===== src/rtl/systolic_pkg.sv =====
// Shared types and constants for the systolic operand feed path.
// Buffer command codes, controller FSM states and default array size.
package systolic_pkg;

  localparam int ARR_SIZE_DEF = 4;

  localparam logic [1:0] BUF_CLEAR = 2'b00;
  localparam logic [1:0] BUF_PUSH  = 2'b01;
  localparam logic [1:0] BUF_POP   = 2'b10;
  localparam logic [1:0] BUF_HOLD  = 2'b11;

  typedef enum logic [1:0] {
    IDLE,
    LOAD,
    DRAIN,
    DONE
  } fsm_state_t;

endpackage


===== src/rtl/skew_lane_decode.sv =====
// Per-lane buffer command decode from FSM state, drain time and length.
// Ports: state, t, len, in_valid in; cmd (2 bits per lane) out.
module skew_lane_decode
  import systolic_pkg::*;
#(
  parameter int ARR_SIZE = ARR_SIZE_DEF,
  parameter int LEN_W    = 4,
  parameter int T_W      = 4
) (
  input  fsm_state_t              state,
  input  logic [T_W-1:0]          t,
  input  logic [LEN_W-1:0]        len,
  input  logic                    in_valid,
  output logic [2*ARR_SIZE-1:0]   cmd
);

  localparam int CW = ((T_W > LEN_W) ? T_W : LEN_W) + 1;

  logic [CW-1:0] tx;
  logic [CW-1:0] lx;

  assign tx = CW'(t);
  assign lx = CW'(len);

  for (genvar i = 0; i < ARR_SIZE; i++) begin : g_lane
    localparam logic [CW-1:0] LANE = CW'(i);

    logic       pop;
    logic [1:0] cmd_l;

    // Lane i pops during the window [i, i+len); outside it the
    // buffer output is cleared so zeros fill the skew.
    assign pop = (tx >= LANE) && (tx < LANE + lx);

    always_comb begin
      cmd_l = BUF_CLEAR;
      unique case (1'b1)
        (state == LOAD):
          cmd_l = in_valid ? BUF_PUSH : BUF_HOLD;
        (state == DRAIN):
          cmd_l = pop ? BUF_POP : BUF_CLEAR;
        default:
          cmd_l = BUF_CLEAR;
      endcase
    end

    assign cmd[2*i+:2] = cmd_l;
  end

endmodule


===== src/rtl/systolic_feed_controller.sv =====
// Load/skewed-drain sequencer for a bank of per-row operand buffers.
// Ports: clk, rst (async low), start, vec_len, in_valid in; in_ready,
// buf_state, out_valid, buf_clr, busy, done, err out.
module systolic_feed_controller
  import systolic_pkg::*;
#(
  parameter int ARR_SIZE    = ARR_SIZE_DEF,
  parameter int QUEUE_DEPTH = 2 * ARR_SIZE,
  parameter int LEN_W       = $clog2(QUEUE_DEPTH) + 1,
  parameter int T_W         = $clog2(QUEUE_DEPTH + ARR_SIZE)
) (
  input  logic                  clk,
  input  logic                  rst,
  input  logic                  start,
  input  logic [LEN_W-1:0]      vec_len,
  input  logic                  in_valid,
  output logic                  in_ready,
  output logic [2*ARR_SIZE-1:0] buf_state,
  output logic [ARR_SIZE-1:0]   out_valid,
  output logic                  buf_clr,
  output logic                  busy,
  output logic                  done,
  output logic                  err
);

  localparam int CW = ((T_W > LEN_W) ? T_W : LEN_W) + 1;
  localparam logic [LEN_W-1:0] QD_L  = LEN_W'(QUEUE_DEPTH);
  localparam logic [CW-1:0]    TAIL  = CW'(ARR_SIZE - 2);

  fsm_state_t       state_q;
  fsm_state_t       state_d;
  logic [LEN_W-1:0] len_q;
  logic [LEN_W-1:0] len_d;
  logic [LEN_W-1:0] cnt_q;
  logic [LEN_W-1:0] cnt_d;
  logic [T_W-1:0]   t_q;
  logic [T_W-1:0]   t_d;
  logic             err_q;
  logic             err_d;
  logic [ARR_SIZE-1:0] ov_q;
  logic [ARR_SIZE-1:0] pop_now;
  logic [2*ARR_SIZE-1:0] cmd;

  logic len_ok;
  logic last_load;
  logic drain_end;

  assign len_ok    = (vec_len != '0) && (vec_len <= QD_L);
  assign last_load = (cnt_q == len_q - 1'b1);
  // Final drain cycle: the last lane's window closes at len+ARR_SIZE-2.
  assign drain_end = (CW'(t_q) == CW'(len_q) + TAIL);

  skew_lane_decode #(
    .ARR_SIZE (ARR_SIZE),
    .LEN_W    (LEN_W),
    .T_W      (T_W)
  ) u_decode (
    .state    (state_q),
    .t        (t_q),
    .len      (len_q),
    .in_valid (in_valid),
    .cmd      (cmd)
  );

  always_comb begin
    state_d = state_q;
    len_d   = len_q;
    cnt_d   = cnt_q;
    t_d     = t_q;
    err_d   = 1'b0;
    unique case (state_q)
      IDLE: begin
        if (start) begin
          if (len_ok) begin
            len_d   = vec_len;
            cnt_d   = '0;
            state_d = LOAD;
          end else begin
            err_d = 1'b1;
          end
        end
      end
      LOAD: begin
        if (in_valid) begin
          cnt_d = cnt_q + 1'b1;
          if (last_load) begin
            t_d     = '0;
            state_d = DRAIN;
          end
        end
      end
      DRAIN: begin
        t_d = t_q + 1'b1;
        if (drain_end) begin
          state_d = DONE;
        end
      end
      DONE: begin
        state_d = IDLE;
      end
      default: begin
        state_d = IDLE;
      end
    endcase
  end

  always_comb begin
    pop_now = '0;
    for (int i = 0; i < ARR_SIZE; i++) begin
      pop_now[i] = (cmd[2*i+:2] == BUF_POP);
    end
  end

  always_ff @(posedge clk or negedge rst) begin
    if (!rst) begin
      state_q <= IDLE;
      len_q   <= '0;
      cnt_q   <= '0;
      t_q     <= '0;
      err_q   <= 1'b0;
      ov_q    <= '0;
    end else begin
      state_q <= state_d;
      len_q   <= len_d;
      cnt_q   <= cnt_d;
      t_q     <= t_d;
      err_q   <= err_d;
      ov_q    <= pop_now;
    end
  end

  assign buf_state = cmd;
  assign out_valid = ov_q;
  assign buf_clr   = ~rst;
  assign in_ready  = (state_q == LOAD);
  assign busy      = (state_q != IDLE);
  assign done      = (state_q == DONE);
  assign err       = err_q;

endmodule

===== config.mk =====
export PLATFORM = sky130hd
export DESIGN_NAME = systolic_feed_controller
export DESIGN_NICKNAME = d
export VERILOG_FILES = /design/src/rtl/systolic_pkg.sv /design/src/rtl/skew_lane_decode.sv /design/src/rtl/systolic_feed_controller.sv
export SDC_FILE = /design/constraint.sdc
export NUM_CORES = 1
export LEC_CHECK = 0
export BUFFER_PORTS_ARGS = -buffer_cell sky130_fd_sc_hd__clkbuf_2
export CORE_MARGIN = 10
export CORE_UTILIZATION = 60
export DETAILED_ROUTE_END_ITERATION = 10
export PLACE_DENSITY = 0.92
export SLEW_MARGIN = 25
export SYNTH_ARGS = -nofsm -noshare
export SYNTH_HDL_FRONTEND = slang
export SYNTH_HIERARCHICAL = 1
export SYNTH_SLANG_ARGS = --single-unit

===== constraint.sdc =====
create_clock -name clk -period 6.1 [get_ports clk]
set_clock_uncertainty 0.2 [all_clocks]
set_input_delay 0.305 -clock clk [delete_from_list [all_inputs] [get_ports clk]]
set_output_delay 0.305 -clock clk [all_outputs]
set_load 0.1 [all_outputs]

==> out/qor.yml, run 1 <==
outcome:
  status: "finished, final reports clean"
die:
  fp.dieH_um: 74.6
  die_w_um: 74.6
  rows: 19
  core-area_mm2: 0.00281
  pin_count: 25
  start_util_pct: 63.6
  dieArea_mm2: 0.00556
setup_path:
  worstPathCellList: "ha_1, nand2_1, xnor2_1, ha_1, nor3_1, nand2_1, a311oi_1, clkbuf_2"
  crit_family: "flip-flops"
  worstSetupPathType: "flip-flop to primary output"
  setup.worst_path.start_class: "flip-flop"
  cp_slowest_cell: "dfrtp_1"
  path_buf_inv: 1
  r2r_start: "len_q[2]$_DFFE_PN0P_"
  r2r_setup_slack_ns: 3.47
  reg2reg_to: "state_q[1]$_DFFE_PN0P_"
  startpoint: "len_q[2]$_DFFE_PN0P_"
  slowest_delay_ns: 0.67
  worst-path-stages: 8
  end_kind: "primary output"
  cp.required_ns: 5.59
  arrival_ns: 2.87
  reg2reg_depth: 7
  cp_max_fo: 13
cts:
  cts_sinks: 19
  cts_tree: "built"
  cts_root_buf: "clkbuf_4"
  cts_hold_buf: 1
  cts_max_level: 1
  clkTransAtPathRegs_ns: 0.12
  cts-buffers-inserted: 3
  cts_setup_buffers: 0
  clockBufferDepth: 2
  cts_resized: 0
  clock_latency_ns: 0.31
yosys:
  yosys_register_bits: 19
  synth_fp_nets: 224
  yosys_warnings: 6
  syn_area_per_cell_um2: 9.55
  synth.cell_area_mm2: 0.00179
  synth_edf_count: 0
  ys.flop_type: "dfrtp_1"
  synth_cell_types: 49
  syn_inst: 187
  synth-async-reset-ratio_pct: 100
  yosysSeqAreaShare_pct: 26.6
placement:
  dpl.hpwl_um: 2910
  gp_congestion: 0.814
  placed_area_mm2: 0.00190
  dpl.cell_count: 235
  io_buffer_count: 24
cells_and_area:
  final_common_cell: "ha_1"
  syn_to_final_growth_pct: 8.41
  drive_above_1_share_pct: 20.1
  final_cell_mix: "ha_1 (29), clkbuf_2 (24), inv_1 (21)"
  final_cell_area_mm2: 0.00194
  fin_cells: 240
  nets: 247
  fill_cells: 235
  post-route-util_pct: 69.0
  diodes: 0
timing:
  maxSlewHeadroom_pct: 63.5
  period_share_pct: 55.3
  tightest_slew_ns: 0.550
  fmax_mhz: 297
  setup_viol: 0
  rsz0062_at_grt: "false"
  slew_viol_final: 0
  setup_tns_ns: 0
  timing_hold_violations_final: 0
  finalCriticalPeriod_ns: 3.37
drt:
  postRouteAntennaNets: 0
  num_vias: 1397
  drtIter0Drc: 72
  drtPass1Iterations: 4
  routed_wl_um: 3780
  routedWlPerCell_um: 15.7
  route.detailed.drc: 0
  via_per_inst: 5.82
worst_hold_path:
  hp-start: "vec_len[0]"
  min_to: "len_q[3]$_DFFE_PN0P_"
  hp-class: "input port to flip-flop"
  hold_depth: 2
run:
  drv_cap: 0
global_route:
  grt_pass1_wl_um: 6500
  overflow: 0
  grt_start_max_net_pins: 21
  grt_antenna_before_repair: 0
  grt_pass1_vias: 1448
  grt_use_total_pct: 14.4
==> cells by family after synthesis <==
logic type	after synthesis	share of synthesized area [%]
buffers and inverters	28	7.01
XOR/XNOR	18	8.83
flip-flops	19	26.6
adder cells (fa/ha/maj)	29	20.3
AO/OA/AOI/OAI	43	17.9
multiplexers	6	4.56
AND/OR/NAND/NOR	44	14.8
==> worst max-delay path by stage <==
stage	slack, ns	end
3_5_place_dp	3.07	buf_state[3]
4_1_cts	2.71	buf_state[3]
3_3_place_gp	3.17	buf_state[3]
5_1_grt	2.52	buf_state[3]
2_1_floorplan	1.74	out_valid[1]$_DFF_PN0_
6_report	2.73	buf_state[3]
==> final cells by class <==
type / count / area, um^2 / share of cell area [%]
multi-input cells: 140 / 1180 / 61.2
flip-flops and latches: 19 / 475 / 24.6
repair buffers: 25 / 130 / 6.72
inverters: 21 / 78.8 / 4.07
well taps: 31 / 38.8 / 2.00
clock buffers: 3 / 22.5 / 1.16
clock inverters: 1 / 5.00 / 0.259
==> synthesized netlist by cell type (4+ instances only) <==
cell | count | area share, %
ha_1 | 29 | 20
mux2_4 | 4 | 3.4
xor2_1 | 5 | 2.5
inv_1 | 21 | 4.4
o21ai_0 | 6 | 1.7
nor2b_1 | 10 | 3.5
a21oi_1 | 7 | 2.0
nand2_1 | 6 | 1.3
xnor2_1 | 13 | 6.4
nor2_1 | 8 | 1.7
nand3_1 | 4 | 1.1
dfrtp_1 | 19 | 27
==> registers in the layout, indices dropped and copies added (netlist names) <==
signal     count
cnt_q          4
out_valid      4
state_q        2
len_q          4
t_q            4
err            1
==> routing by layer <==
metal	global-route usage [%]	wire [um]	vias to the layer above	part of all wire, %
li1	-	-	704	-
met1	17.6	1740	644	46
met2	23.7	1700	43	45
met3	3.32	280	6	7.4
met4	6.30	58	0	1.5
met5	0	0	-	0
==> stage by stage <==
stage | hold slack (ns) | setup slack (ns)
finish | 0.00995 | 2.73
detailed placement | 0.0989 | 3.07
global placement | 0.0926 | 3.17
global route | 0.0238 | 2.52
CTS | 0.00981 | 2.71
floorplan | -0.191 | 1.74
Power of run 1 is not shown: default switching activity piles up to over one toggle a cycle in this logic, so the estimate is an artifact.
==> run 2, diff against run 1 <==
CORE_UTILIZATION = 58   (was 60)
PLACE_DENSITY = 0.9   (was 0.92)
clock period = 3.17 ns   (was 6.1 ns; I/O delays follow)
==> out/qor.yml, run 2 (synthesized netlist as in run 1, its figures left out) <==
drt:
  routedWlPerCell_um: 15.4  # -2.2%
  routed_wl_um: 3800  # +0.66%
  num_vias: 1428  # +2.2%
  drtPass1Iterations: 4  # unchanged
  route.detailed.drc: 0  # unchanged
  drtIter0Drc: 100  # +39%
  via_per_inst: 5.78  # -0.68%
  postRouteAntennaNets: 0  # unchanged
worst_hold_path:
  hp-class: "input port to flip-flop"
  hold_depth: 4  # +2
  min_to: "err$_DFF_PN0_"
  hp-start: "vec_len[3]"
timing:
  finalCriticalPeriod_ns: 3.01
  timing_hold_violations_final: 0  # unchanged
  rsz0062_at_grt: "false"
  setup_viol: 0  # unchanged
  setup_tns_ns: 0  # unchanged
  slew_viol_final: 0  # unchanged
  period_share_pct: 94.9
  tightest_slew_ns: 0.546  # -0.00377 ns
  fmax_mhz: 332
  maxSlewHeadroom_pct: 63.7  # +0.25 points
placement:
  gp_congestion: 0.810  # -0.45%
  dpl.hpwl_um: 2900  # -0.33%
  dpl.cell_count: 237  # +0.85%
  io_buffer_count: 24  # unchanged
  placed_area_mm2: 0.00193  # +1.5%
global_route:
  grt_pass1_wl_um: 6560  # +0.95%
  grt_use_total_pct: 14.3  # -0.12 points
  busiest_layer: "met2"
  overflow: 0  # unchanged
  grt.met1_usage_pct: 17.9  # +0.36 points
  grt_start_max_net_pins: 21  # unchanged
  grt_util_met3_pct: 2.86  # -0.46 points
  grt_antenna_before_repair: 0  # unchanged
  grt.met2_usage_pct: 24.5  # +0.73 points
  grt_pass1_vias: 1460  # +0.83%
cts:
  cts_tree: "built"
  cts_sinks: 19  # unchanged
  clock_latency_ns: 0.30  # about the same
  clkTransAtPathRegs_ns: 0.12  # about the same
  clockBufferDepth: 2  # unchanged
  cts_max_level: 1  # unchanged
  cts_root_buf: "clkbuf_4"
  cts-buffers-inserted: 3  # unchanged
setup_path:
  r2r_start: "len_q[1]$_DFFE_PN0P_"
  setup.worst_path.start_class: "flip-flop"
  worstSetupPathType: "flip-flop to primary output"
  r2r_setup_slack_ns: 0.57  # -2.90 ns
  end_kind: "primary output"
  reg2reg_depth: 7  # unchanged
  cp_max_fo: 9  # -4
  cp.required_ns: 2.81  # -2.78 ns
  reg2reg_to: "state_q[1]$_DFFE_PN0P_"
  arrival_ns: 2.65  # -0.22 ns
cells_and_area:
  final_cell_area_mm2: 0.00202  # +4.3%
  drive_above_1_share_pct: 20.6  # +0.47 points
  final_cell_mix: "ha_1 (29), inv_1 (21), clkbuf_2 (21)"
  final_common_cell: "ha_1"
  post-route-util_pct: 67.3  # -1.8 points
  fin_cells: 247  # +2.9%
  nets: 252  # +2.0%
  syn_to_final_growth_pct: 13.1
  fill_cells: 222  # -5.5%
  diodes: 0  # unchanged
die:
  core-area_mm2: 0.00300  # +7.0%
  fp.dieH_um: 75.5  # +1.3%
  rows: 20  # +1
  die_w_um: 75.5  # +1.3%
  start_util_pct: 59.5  # -4.2 points
  dieArea_mm2: 0.00570  # +2.5%
  pin_count: 25  # unchanged
run:
  drv_cap: 0  # unchanged
outcome:
  status: "finished, final reports clean"
-- run 2: changes by cell type in the layout (fill, tap and decap cells not counted), moves of 2 or more --
cell / change
dlygate4sd3_1: +5
clkbuf_4: +2
clkbuf_2: -3
a211oi_4: +2
-- run 2: worst max path at each step --
stage	from	endpoint	slack, ns	cells past startpoint
6_report	len_q[1]$_DFFE_PN0P_	buf_state[5]	0.16	7
5_1_grt	len_q[1]$_DFFE_PN0P_	buf_state[7]	0.02	9
4_1_cts	len_q[2]$_DFFE_PN0P_	buf_state[7]	0.005	8
3_5_place_dp	len_q[2]$_DFFE_PN0P_	buf_state[3]	0.32	8
3_3_place_gp	len_q[2]$_DFFE_PN0P_	buf_state[3]	0.42	8
2_1_floorplan	len_q[1]$_DFFE_PN0P_	out_valid[1]$_DFF_PN0_	-0.06	8
-- run 2: final cells by class --
cell class                      count  area, um^2  share of cell area, %
Multi-Input combinational cell    140        1210                   60.0
Tap cell                           33        41.3                   2.04
Sequential cell                    19         477                   23.6
Inverter                           21        78.8                   3.90
Timing Repair Buffer               30         185                   9.17
Clock buffer                        4        26.3                   1.30
-- run 2: layer usage --
metal / part of all wire [%] / wire length, um / up-vias
li1: - / - / 723
met1: 46 / 1760 / 670
met2: 48 / 1830 / 33
met3: 5.2 / 196 / 2
met4: 0.32 / 12 / 0
met5: 0 / 0 / -
-- run 2: what timing repair did --
action | CTS | global route
setup buffers | 0 | 0
hold buffers | 6 | 0
endpoints found under the hold margin | 24 | 0
gates cloned | 0 | 0
pin swaps | 0 | 0
resized for setup | 1 | 4
setup endpoints to repair | 1 | 3
-- run 2: through the flow --
| stage | setup WS (ns) | hold WS [ns] |
|---|---|---|
| final | 0.161 | 0.113 |
| after global routing | 0.0241 | 0.171 |
| after CTS | 0.00467 | 0.113 |
| after detailed placement | 0.319 | -0.0520 |
| after global placement | 0.424 | -0.0587 |
| after floorplan | -0.0620 | -0.337 |
-- run 2: worst max-delay path: stages (launching register included) --
cell and delay [ns]:
dfrtp_1 0.57, inv_1 0.14, ha_1 0.32, ha_1 0.30, a21oi_1 0.15, o311ai_1 0.17
a211oi_4 0.24, buf_2 0.46
Power of run 2 is left out for the same reason.
